`config.mk`:
```
export PLATFORM = sky130hd
export DESIGN_NAME = cpu_run_ctrl
export DESIGN_NICKNAME = d
export VERILOG_FILES = /design/src/rtl/cpu_run_ctrl.sv
export SDC_FILE = /design/constraint.sdc
export NUM_CORES = 1
export LEC_CHECK = 0
export CORE_AREA = 2 2 99 101
export CTS_CLUSTER_DIAMETER = 100
export DETAILED_ROUTE_END_ITERATION = 10
export DIE_AREA = 0 0 101 103
export GPL_TIMING_DRIVEN = 1
export PLACE_DENSITY = 0.85
export SLEW_MARGIN = 5
export SYNTH_ARGS = -nofsm -noshare
export SYNTH_HDL_FRONTEND = slang
export SYNTH_SLANG_ARGS = --single-unit
```
`constraint.sdc`:
```
create_clock -name CLK -period 3.2 [get_ports CLK]
set_input_delay 0.32 -clock CLK [delete_from_list [all_inputs] [get_ports CLK]]
set_output_delay 0.32 -clock CLK [all_outputs]
set_load 0.03 [all_outputs]
```
`src/rtl/cpu_run_ctrl.sv`:
```
// Run/boot controller around CPU_Core, RAM and ROM: preloads data RAM, pulses the
// core reset, then runs the core until an ebreak is fetched or the watchdog expires.
module cpu_run_ctrl #(
   parameter int          ADDR_W     = 10,
   parameter int          DATA_W     = 32,
   parameter int          INIT_WORDS = 16,
   parameter int          RST_CYCLES = 2,
   parameter int          MAX_CYCLES = 3000,
   parameter logic [31:0] HALT_INSN  = 32'h00100073
) (
   input  logic              CLK,
   input  logic              RST,
   input  logic              start,
   input  logic              init_valid,
   input  logic [DATA_W-1:0] init_data,
   output logic              init_ready,
   output logic              cpu_RSTn,
   input  logic [DATA_W-1:0] Instruction,
   input  logic              core_MemWrite,
   input  logic              core_MemRead,
   input  logic [ADDR_W-1:0] core_address,
   input  logic [DATA_W-1:0] core_write_data,
   output logic              MemWrite,
   output logic              MemRead,
   output logic [ADDR_W-1:0] address,
   output logic [DATA_W-1:0] write_data,
   output logic              busy,
   output logic              done,
   output logic              timeout,
   output logic [31:0]       cycle_count
);

   localparam int PTR_W = (INIT_WORDS > 0) ? $clog2(INIT_WORDS + 1) : 1;
   localparam int RC_W  = (RST_CYCLES > 1) ? $clog2(RST_CYCLES + 1) : 1;

   typedef enum logic [2:0] {
      S_IDLE,
      S_LOAD,
      S_CORE_RST,
      S_RUN,
      S_DONE,
      S_TIMEOUT
   } state_t;

   state_t            state;
   logic [PTR_W-1:0]  ptr;
   logic [RC_W-1:0]   rst_cnt;
   logic              handshake;
   logic              halt_seen;
   logic [31:0]       next_count;

   assign init_ready = (state == S_LOAD);
   assign handshake  = init_ready && init_valid;
   assign cpu_RSTn   = (state == S_RUN);
   assign busy       = (state == S_LOAD) || (state == S_CORE_RST) || (state == S_RUN);
   assign halt_seen  = (Instruction == DATA_W'(HALT_INSN));
   assign next_count = (cycle_count == 32'hFFFF_FFFF) ? cycle_count : cycle_count + 32'd1;

   // RAM port is owned by the preload stream in LOAD and by the core in RUN; idle otherwise
   always_comb begin
      MemWrite   = 1'b0;
      MemRead    = 1'b0;
      address    = '0;
      write_data = '0;
      case (state)
         S_LOAD: begin
            if (handshake) begin
               MemWrite   = 1'b1;
               address    = ADDR_W'(ptr);
               write_data = init_data;
            end
         end
         S_RUN: begin
            MemWrite   = core_MemWrite;
            MemRead    = core_MemRead;
            address    = core_address;
            write_data = core_write_data;
         end
         default: ;
      endcase
   end

   always_ff @(posedge CLK) begin
      if (RST) begin
         state       <= S_IDLE;
         ptr         <= '0;
         rst_cnt     <= '0;
         cycle_count <= '0;
         done        <= 1'b0;
         timeout     <= 1'b0;
      end else begin
         case (state)
            S_IDLE, S_DONE, S_TIMEOUT: begin
               if (state == S_DONE)    done    <= 1'b1;
               if (state == S_TIMEOUT) timeout <= 1'b1;
               if (start) begin
                  done        <= 1'b0;
                  timeout     <= 1'b0;
                  cycle_count <= '0;
                  ptr         <= '0;
                  rst_cnt     <= '0;
                  state       <= (INIT_WORDS == 0) ? S_CORE_RST : S_LOAD;
               end
            end
            S_LOAD: begin
               if (handshake) begin
                  ptr <= ptr + 1'b1;
                  if (ptr == PTR_W'(INIT_WORDS - 1)) begin
                     rst_cnt <= '0;
                     state   <= S_CORE_RST;
                  end
               end
            end
            S_CORE_RST: begin
               if (rst_cnt == RC_W'(RST_CYCLES - 1)) begin
                  state <= S_RUN;
               end else begin
                  rst_cnt <= rst_cnt + 1'b1;
               end
            end
            S_RUN: begin
               // halt takes priority over a watchdog expiry landing on the same cycle
               cycle_count <= next_count;
               if (halt_seen) begin
                  state <= S_DONE;
               end else if (next_count >= 32'(MAX_CYCLES)) begin
                  state <= S_TIMEOUT;
               end
            end
            default: state <= S_IDLE;
         endcase
      end
   end

endmodule

```
==> reports/results.ini <==
[setup_path]
r2r-start=cycle_count[0]$_SDFFE_PP0P_
worstSetupPathType=flop to flop
worstReg2RegEnd=state[2]$_SDFFE_PP0P_
crit_chain=ha_1 -> nand2_2 -> or4_1 -> a311oi_1 -> xor2_1 -> a2111oi_0 -> nand4_1 -> o21a_1
slowest_delay_ps=600
cp-end-kind=flop
r2r_slack_ps=190
cp_data_arrival_time_ps=3210
reg2reg_depth=8
path_max_fanout=7
cp.required_ps=3400
setup.worst_path.start_class=flop
cp_slowest_cell=or4_1
cp-startpoint=cycle_count[0]$_SDFFE_PP0P_

[sta]
drv_slew=0
final.setup.worst_slack_ps=193
fmax_ghz=0.333
fin_crit_sh=0.940
fin_crit_ps=3010
worstMarginPinSlew_ps=766
max_slew_margin=0.488
tns_ps=0
rsz0062_at_grt=no
skew_ps=7.97
setup_viol=0
finalHoldViolations=0

[placed_design]
port_buffers=192
gp_congestion=0.986
dp_slack_ps=331
place_hpwl_mm=10.9

[yosys]
netlist_area_mm2=0.00368
ys_types=61
syn_area_per_cell_um2=7.57
synth-seq-cells=44
synth_seq_area_share=0.239
synth_ff_type=dfxtp_1
postSynthCellCount=486
synth_fp_nets=602
synthArstFlopShare=0
synth_edf_count=0
ys_warn_count=0

[worst_hold_path]
min_to=rst_cnt[0]$_SDFFE_PP0P_
hp-start=rst_cnt[0]$_SDFFE_PP0P_
hold_path_class=flop to flop
min_path_cells=1

[grt]
grt_pass1_vias=4257
grt_pass1_wl_mm=21.6
gr-total-overflow=0
track_usage=0.258
antenna_found_initial=0
grt_max_degree=41

[route]
drt_wl_total_mm=14.4
dr.max_layer_used=met4
drtAntennaViolNets=0
met2_wirelength_mm=6.70
drc=0
wl_met1_mm=6.15
routed-wl-met3_mm=1.25
first_pass_iters=5
drtIter0Drc=524
wl_per_cell_um=18.6
vias=4761
via_per_inst=6.16

[power]
p_switching_mw=0.479
total_leakage_power_nw=2.08
switching_share=0.328
p_per_area_mw_per_mm2=255
p_seq_frac=0.390
comb_power_share=0.350
finalPower_mw=1.46
p_clk_frac=0.261
internal-power_mw=0.983
irDropWorstVdd_mv=0.167

[clock_network]
ctsResizeCount=0
cts_num_sinks=44
cts_hold_buf=0
root_buffer=clkbuf_8
clkLatencyLatePin_ps=310
cts_tree=yes
post_cts_buffers=0
cts_max_path_buffers=2
cts.htree.levels=2
numCtsBuffers=5
clk_pin_slew_ps=90

[floorplan]
row_count=36
pin_count=193
core_area_mm2=0.00946
initial_core_util=0.389
dieHeight_um=103
die_area_mm2=0.0104
die_x_um=101

[outcome]
status=completed

[layout]
area_growth_pct=56.0
drive_above_1_share=0.134
num_antenna_cells=0
nets=774
n_fill_cell=822

[flow_run]
drv_cap=0

## cell usage after synthesis (3+ instances only)
master,n,area (um2)
nor2_1,49,184
dfxtp_1,44,881
nand2_1,39,146
a22o_1,36,315
a21oi_1,24,120
o21ai_0,23,115
nand3_1,22,110
clkbuf_1,19,71.3
nand4_1,17,106
and3_1,16,100
nor3_1,16,80.1
a311oi_1,15,131
buf_2,14,70.1
a31oi_1,12,75.1
or3_1,10,62.6
a211oi_1,8,60.1
buf_1,7,26.3
inv_1,7,26.3
nand2b_1,7,43.8
nor4_1,7,43.8
xor2_1,7,61.3
nand3_2,5,50.1
o31ai_1,5,37.5
xnor2_1,5,43.8
a22oi_1,4,30.0
and4_1,4,35.0
ha_1,4,50.1
nand4_2,4,50.1
nor2b_1,4,25.0
or4_1,4,30.0
buf_4,3,22.5
nor3_4,3,48.8
nor4_2,3,37.5
nor4_4,3,63.8
nor4b_1,3,26.3
o2111ai_1,3,26.3
## cell families (layout without fill, tap and decap cells)
logic type | after synthesis | count (layout) | synth area share
buffers and inverters | 51 | 224 | 0.0619
DFF | 44 | 44 | 0.239
adders and majority gates | 4 | 4 | 0.0136
and+or+nand+nor | 225 | 225 | 0.357
muxes | 3 | 3 | 0.00884
AOI/OAI and AO/OA | 147 | 147 | 0.291
xor gates and xnor gates | 12 | 12 | 0.0286
## flip-flops by register name, summed over array words and instances, names as in the netlist
register and cells:
timeout 1, done 1, rst_cnt 2, state 3, cycle_count 32, ptr 5
## critical path, delay by kind of cell, from the launching register on
family / cells / cell delay [ps]
compound gates: 3 / 1110
xor+xnor: 1 / 130
simple gates: 3 / 950
flops: 1 / 420
fa+ha+maj: 1 / 270
## power groups by stage
stage / clock [mW] / combinational, mW / sequential, mW
final: 0.381 / 0.511 / 0.569
after global routing: 0.414 / 0.544 / 0.571
after CTS: 0.382 / 0.510 / 0.569
after detailed placement: 0 / 0.507 / 0.582
after global placement: 0 / 0.501 / 0.581
after floorplan: 0 / 0.239 / 0.573
## cell type report
type | instances | area (um2) | share of cell area
multi-input combinational | 391 | 2570 | 0.448
clock buffer | 8 | 90.1 | 0.0157
sequential | 44 | 881 | 0.153
inverter | 7 | 26.3 | 0.00458
tap | 114 | 143 | 0.0248
timing repair buffer | 209 | 2030 | 0.353
## stage by stage
| step | hold WS (ps) | utilization | std cells | area (um2) |
|---|---|---|---|---|
| global route | 520 | 0.607 | 773 | 5740 |
| floorplan | 444 | - | 486 | 3680 |
| CTS | 493 | 0.607 | 773 | 5740 |
| global placement | 457 | 0.597 | 765 | 5650 |
| finish | 486 | 0.607 | 773 | 5740 |
| detailed placement | 481 | 0.597 | 765 | 5650 |
## cells in the final DEF (no fill, tap or decap), drive strengths merged, types with 3 or more instances in the layout
cell and count:
a22o 36, o2111ai 3, or3 10, ha 4, a21oi 24, a211oi 8, buf 55, xor2 7
clkbuf 8, nand2b 7, nand2 40, nor2b 4, nand4 21, nor4 13, clkdlybuf4s50 154, dfxtp 44
xnor2 5, o21ai 25, or4 5, inv 6, and3 16, nand3 27, nor2 49, nor3 19
a41oi 3, and4 4, and2 3, o31ai 6, a22oi 4, nor4b 3, a311oi 15, a31oi 12
## layer usage
layer  GRT usage  vias up
li1            -     2218
met1       0.365     2219
met2       0.400      290
met4      0.0759        0
met3      0.0468       34
met5           0        -
## worst max-delay path by stage
stage | to | slack [ps] | cells past startpoint
after floorplan | state[2]$_SDFFE_PP0P_ | 460 | 8
after global placement | state[2]$_SDFFE_PP0P_ | 450 | 8
after detailed placement | state[2]$_SDFFE_PP0P_ | 330 | 8
after CTS | state[2]$_SDFFE_PP0P_ | 280 | 8
after global routing | state[2]$_SDFFE_PP0P_ | 30 | 8
final | state[2]$_SDFFE_PP0P_ | 190 | 8
Note: power is estimated with default switching activity, not from simulation.
